--- src/rtl/pga_pkg.sv ---
// Shared definitions for the PGA gain-setting serial link.
// Both the initiator and the responder import this package.
package pga_pkg;

    // Width of a gain code and of one serial frame.
    localparam int PGA_CODE_W = 8;

    // Highest legal gain code unless a design overrides it.
    localparam logic [PGA_CODE_W-1:0] PGA_MAX_CODE = 8'hFF;

    // Responder frame-reception states.
    typedef enum logic [1:0] {
        IDLE = 2'd0,
        RX   = 2'd1,
        DONE = 2'd2
    } pga_state_e;

endpackage : pga_pkg

--- src/rtl/pga_frame_shifter.sv ---
// Serial-to-parallel front end of the PGA responder: MSB-first shift
// register, received-bit counter and overrun flag. Extra bits beyond
// WIDTH are ignored and only flagged, so the captured code is never
// corrupted by an overlong frame.
module pga_frame_shifter
    import pga_pkg::*;
#(
    parameter int WIDTH = PGA_CODE_W,
    parameter int CNT_W = $clog2(WIDTH + 1)
) (
    input  logic             sck,
    input  logic             rst,
    input  logic             shift_en,
    input  logic             clear,
    input  logic             sdi,
    output logic [WIDTH-1:0] data,
    output logic [CNT_W-1:0] count,
    output logic             overrun
);

    logic             at_full;
    logic [WIDTH-1:0] shifted;

    assign at_full = (count == CNT_W'(WIDTH));
    assign shifted = {data[WIDTH-2:0], sdi};

    // Shift, count and overrun tracking; clear+shift_en starts a new frame
    // with this edge's bit as its first bit.
    // NOTE: sequential state uses non-blocking assignments only, so every
    // register here samples the pre-edge values of its neighbours.
    always_ff @(posedge sck or posedge rst) begin
        if (rst) begin
            // NOTE: the data register is reset too, so a frame cut short by
            // reset never exposes stale bits from before reset.
            data    <= '0;
            count   <= '0;
            overrun <= 1'b0;
        end else if (clear) begin
            overrun <= 1'b0;
            if (shift_en) begin
                data  <= shifted;
                count <= CNT_W'(1);
            end else begin
                count <= '0;
            end
        end else if (shift_en) begin
            if (at_full) begin
                overrun <= 1'b1;
            end else begin
                data  <= shifted;
                count <= count + CNT_W'(1);
            end
        end
    end

endmodule : pga_frame_shifter

--- src/rtl/pga_responder.sv ---
// Device-side responder of the PGA gain-setting serial link. Receives
// MSB-first frames while cs_n is low, checks that exactly WIDTH bits
// arrived, clamps the code to MAX_CODE and holds the committed gain.
// Commit/error strobes are registered on the first rising sck that sees
// cs_n high, so they are visible for the following sck period.
module pga_responder
    import pga_pkg::*;
#(
    parameter int               WIDTH     = PGA_CODE_W,
    parameter logic [WIDTH-1:0] MAX_CODE  = WIDTH'(PGA_MAX_CODE),
    parameter int               ERR_CNT_W = 8
) (
    input  logic                 sck,
    input  logic                 rst,
    input  logic                 cs_n,
    input  logic                 sdi,
    output logic [WIDTH-1:0]     gain_o,
    output logic                 gain_valid_o,
    output logic                 update_o,
    output logic                 clamp_o,
    output logic                 frame_err_o,
    output logic [ERR_CNT_W-1:0] err_count_o,
    output logic                 busy_o
);

    localparam int CNT_W = $clog2(WIDTH + 1);

    pga_state_e       state_q;
    pga_state_e       state_d;
    logic             shift_en;
    logic             clear;
    logic             commit;
    logic             reject;
    logic [WIDTH-1:0] shift_data;
    logic [CNT_W-1:0] bit_count;
    logic             overrun;
    logic             frame_ok;
    logic             over_max;
    logic [WIDTH-1:0] code_clamped;

    pga_frame_shifter #(
        .WIDTH (WIDTH),
        .CNT_W (CNT_W)
    ) u_shifter (
        .sck      (sck),
        .rst      (rst),
        .shift_en (shift_en),
        .clear    (clear),
        .sdi      (sdi),
        .data     (shift_data),
        .count    (bit_count),
        .overrun  (overrun)
    );

    // A frame is good only if exactly WIDTH bits arrived with no extras.
    assign frame_ok     = (bit_count == CNT_W'(WIDTH)) && !overrun;
    assign over_max     = (shift_data > MAX_CODE);
    assign code_clamped = over_max ? MAX_CODE : shift_data;
    assign busy_o       = (state_q == RX);

    // State register.
    always_ff @(posedge sck or posedge rst) begin
        if (rst) begin
            state_q <= IDLE;
        end else begin
            state_q <= state_d;
        end
    end

    // Next-state and shifter control; commit/reject fire on the RX exit edge.
    always_comb begin
        // NOTE: every output of this block gets a default first, so no path
        // through the case can leave one unassigned and infer a latch.
        state_d  = state_q;
        shift_en = 1'b0;
        clear    = 1'b0;
        commit   = 1'b0;
        reject   = 1'b0;
        case (state_q)
            IDLE: begin
                if (!cs_n) begin
                    shift_en = 1'b1;
                    state_d  = RX;
                end
            end
            RX: begin
                if (cs_n) begin
                    state_d = DONE;
                    commit  = frame_ok;
                    reject  = !frame_ok;
                end else begin
                    shift_en = 1'b1;
                end
            end
            DONE: begin
                // A back-to-back frame starts on this edge; its first bit is kept.
                clear = 1'b1;
                if (!cs_n) begin
                    shift_en = 1'b1;
                    state_d  = RX;
                end else begin
                    state_d = IDLE;
                end
            end
            default: begin
                state_d = IDLE;
            end
        endcase
    end

    // Committed gain, single-cycle strobes and saturating error counter.
    always_ff @(posedge sck or posedge rst) begin
        if (rst) begin
            gain_o       <= '0;
            gain_valid_o <= 1'b0;
            update_o     <= 1'b0;
            clamp_o      <= 1'b0;
            frame_err_o  <= 1'b0;
            err_count_o  <= '0;
        end else begin
            update_o    <= commit;
            clamp_o     <= commit && over_max;
            frame_err_o <= reject;
            if (commit) begin
                gain_o       <= code_clamped;
                gain_valid_o <= 1'b1;
            end
            if (reject && (err_count_o != {ERR_CNT_W{1'b1}})) begin
                err_count_o <= err_count_o + ERR_CNT_W'(1);
            end
        end
    end

endmodule : pga_responder
--- config.mk ---
export PLATFORM = sky130hd
export DESIGN_NAME = pga_responder
export DESIGN_NICKNAME = d
export VERILOG_FILES = /design/src/rtl/pga_pkg.sv /design/src/rtl/pga_frame_shifter.sv /design/src/rtl/pga_responder.sv
export SDC_FILE = /design/constraint.sdc
export NUM_CORES = 1
export LEC_CHECK = 0
export ABC_AREA = 1
export CORE_UTILIZATION = 55
export DETAILED_ROUTE_END_ITERATION = 6
export PLACE_DENSITY = 0.89
export REMOVE_ABC_BUFFERS = 1
export SLEW_MARGIN = 5
export SYNTH_ARGS = -nofsm -noshare
export SYNTH_HDL_FRONTEND = slang
export SYNTH_SLANG_ARGS = --single-unit
--- constraint.sdc ---
create_clock -name sck -period 2.55 [get_ports sck]
set_input_delay 0.51 -clock sck [delete_from_list [all_inputs] [get_ports sck]]
set_output_delay 0.51 -clock sck [all_outputs]
set_load 0.005 [all_outputs]
==> impl_metrics.sql <==
INSERT INTO impl_metrics (metric_group, metric, value, unit) VALUES
('run_status', 'run_status', 'complete, no violations', ''),
('timing', 'fin_skew', '0.00776', 'ns'),
('worst_setup_path', 'worst-path-max-fanout', '3', ''),
('cts', 'clock_tree.root_cell', 'sky130_fd_sc_hd__clkbuf_4', ''),
('yosys', 'synthDominantAreaCellType', 'sky130_fd_sc_hd__dfrtp_1', ''),
('layout', 'utilization', '69.8', '%'),
('global_route', 'grt_pass1_wl', '4.96', 'mm'),
('yosys', 'post_synth_num_cell_types', '21', ''),
('global_route', 'grt.overflow.total', '0', ''),
('timing', 'setup_slack', '0.566', 'ns'),
('global_route', 'grt_usage', '20.3', '%'),
('timing', 'max_freq', '504', 'MHz'),
('layout', 'layoutNonFillerInstCount', '248', ''),
('worst_setup_path', 'crit_path_top_delay_cell', 'sky130_fd_sc_hd__clkdlybuf4s50_1', ''),
('timing', 'hold_ws', '0.480', 'ns'),
('layout', 'layout.cells.most_common_list', 'sky130_fd_sc_hd__nand2_1, sky130_fd_sc_hd__dfrtp_1, sky130_fd_sc_hd__inv_1', ''),
('yosys', 'synthTopCellsByArea', 'sky130_fd_sc_hd__dfrtp_1, sky130_fd_sc_hd__nand2_1, sky130_fd_sc_hd__inv_1', ''),
('detailed_routing', 'via_per_inst', '5.00', ''),
('yosys', 'area_of_the_mapped_netlist', '1640', 'µm²'),
('layout', 'num_antenna_cells', '0', ''),
('timing', 'layout_min_cycle_time', '1.98', 'ns'),
('cts', 'insertion_delay', '0.33', 'ns'),
('layout', 'drive_above_1_share', '13.8', '%'),
('worst_hold_path', 'hold_path.class', 'register to register', ''),
('timing', 'timing.setup.tns', '0', 'ns'),
('cts', 'clock_tree.buffer_depth', '2', ''),
('cts', 'numClockSinks', '34', ''),
('cts', 'cts_resized', '0', ''),
('worst_setup_path', 'worst_path_max_stage_delay', '0.48', 'ns'),
('detailed_routing', 'detail_route.iter0.violations', '37', ''),
('cts', 'worst_setup_hold_path_clk_slew', '0.10', 'ns'),
('placed_design', 'placed_cells_incl_taps', '240', ''),
('detailed_routing', 'route.antenna.remaining_nets', '0', ''),
('floorplanning', 'floorplan.die.height', '56.5', 'µm'),
('yosys', 'synth.yosys.warnings', '0', ''),
('detailed_routing', 'via_count', '1241', ''),
('worst_setup_path', 'cp_cell_sequence', 'inv_1 > nand2_2 > inv_1 > clkdlybuf4s50_1', ''),
('floorplanning', 'floorplan.initialDensity', '58.8', '%'),
('cts', 'tritoncts_clock_tree', 'yes', ''),
('timing', 'hold_violations', '0', ''),
('worst_setup_path', 'timing.critical_path.mode_cell', 'sky130_fd_sc_hd__inv_1', ''),
('yosys', 'synthDominantCellAreaShare', '52.0', '%'),
('timing', 'unrepaired_setup_endpoints_after_global_routing', 'false', ''),
('floorplanning', 'std_cell_rows', '19', ''),
('yosys', 'synthesis_stage_register_bit_count', '34', ''),
('global_route', 'grt_max_degree', '35', ''),
('worst_setup_path', 'rrSetupSlack', '1.04', 'ns'),
('pwr', 'p_leak', '0.999', 'nW'),
('cts', 'cts_made_buffers', '5', ''),
('floorplanning', 'io_pins', '25', ''),
('placed_design', 'port_buffers', '23', ''),
('layout', 'commonest_non_fill_non_tap_cell_in_the_layout', 'sky130_fd_sc_hd__nand2_1', ''),
('floorplanning', 'dieArea', '3200', 'µm²'),
('detailed_routing', 'first_pass_iters', '7', ''),
('cts', 'post-cts-setup-buffer-count', '0', ''),
('placed_design', 'preCtsSetupSlack', '0.801', 'ns'),
('global_route', 'grt_pass1_vias', '1135', ''),
('timing', 'setup-violations-final', '0', ''),
('floorplanning', 'design.core.area', '2780', 'µm²'),
('layout', 'areaGrowthSynthToFinish', '18.7', '%'),
('worst_setup_path', 'arrival', '1.47', 'ns'),
('yosys', 'syn_avg_cell_area', '8.70', 'µm²'),
('detailed_routing', 'route.detailed.drc', '0', ''),
('placed_design', 'hpwl', '1.91', 'mm'),
('pwr', 'pwr_density_cell', '853', 'nW/µm²'),
('layout', 'nFillCells', '225', ''),
('worst_setup_path', 'start_kind', 'register', ''),
('worst_setup_path', 'worstSetupEndpointType', 'output pin', ''),
('detailed_routing', 'routed_wl', '2.77', 'mm'),
('cts', 'cts_htree_levels', '2', ''),
('timing', 'period_share', '77.8', '%');
## logic make-up after synthesis
| group | after synthesis | synth area share [%] |
|---|---|---|
| other | 1 | 0.229 |
| buffers and inverters | 30 | 8.03 |
| xor gates and xnor gates | 5 | 2.68 |
| and+or+nand+nor | 95 | 27.0 |
| adders and majority gates | 3 | 2.30 |
| AOI/OAI and AO/OA | 20 | 7.73 |
| DFF | 34 | 52.0 |
## worst max-delay path: cells and delay by family (launching register included)
family | cells | cell delay (ns)
buf+inv | 3 | 0.63
simple gates | 1 | 0.10
flops | 1 | 0.42
## worst paths after layout
kind / start / end / cells past startpoint
max: state_q[1] / busy_o / 4
min reg2reg: gain_valid_o / gain_valid_o / 2
min: gain_valid_o / gain_valid_o / 2
min in group asynchronous: rst / gain_o[3] / 3
max in group asynchronous: rst / err_count_o[0] / 3
max reg2reg: err_count_o[0] / err_count_o[6] / 8
## per-stage QoR
step           area, µm²  total power, mW
3_3_place_gp        1880             1.34
6_report            1940             1.66
3_5_place_dp        1880             1.36
5_1_grt             1940             1.77
4_1_cts             1940             1.67
2_1_floorplan       1610             1.13
## area by class of cell
class / count / area (µm²) / area share, %
flip-flops and latches: 34 / 851 / 43.8
multi-input cells: 124 / 653 / 33.6
repair buffers: 24 / 238 / 12.2
inverters: 27 / 101 / 5.22
clock buffers: 7 / 55.1 / 2.84
well taps: 31 / 38.8 / 2.00
clock inverters: 1 / 5.00 / 0.258
## cells in the mapped netlist
master                    number
sky130_fd_sc_hd__nand2_1      68
sky130_fd_sc_hd__nor2_2        2
sky130_fd_sc_hd__o21ai_2       7
sky130_fd_sc_hd__nor2_4        1
sky130_fd_sc_hd__ha_1          3
sky130_fd_sc_hd__nand4_1       3
sky130_fd_sc_hd__nor2_1        5
sky130_fd_sc_hd__buf_6         2
sky130_fd_sc_hd__buf_4         1
sky130_fd_sc_hd__nand2_4       3
sky130_fd_sc_hd__conb_1        1
sky130_fd_sc_hd__nand2_2       5
sky130_fd_sc_hd__o21ai_0       6
sky130_fd_sc_hd__inv_2         2
sky130_fd_sc_hd__o21ai_1       7
sky130_fd_sc_hd__xor2_1        5
sky130_fd_sc_hd__nand3_2       1
sky130_fd_sc_hd__inv_1        25
sky130_fd_sc_hd__nor2_8        1
sky130_fd_sc_hd__dfrtp_1      34
sky130_fd_sc_hd__nand3_1       6
## routing by layer
layer | vias up | routed length (µm) | track usage, %
li1 | 629 | - | -
met4 | 0 | 50 | 8.71
met3 | 7 | 122 | 4.84
met1 | 572 | 1370 | 28.8
met2 | 33 | 1220 | 29.7
met5 | - | 0 | 0
## report_power, final
part / leakage, nW / switching (mW) / internal [mW]
Combinational: 0.519 / 0.252 / 0.265
Clock: 0.0353 / 0.176 / 0.134
Sequential: 0.445 / 0.138 / 0.692
## state kept, by name (all words and copies together), names as in the netlist
| name | cells |
|---|---|
| gain_o | 8 |
| update_o | 1 |
| err_count_o | 8 |
| u_shifter.overrun | 1 |
| frame_err_o | 1 |
| u_shifter.count | 4 |
| u_shifter.data | 8 |
| gain_valid_o | 1 |
| state_q | 2 |
Note: power is estimated with default switching activity, not from simulation.
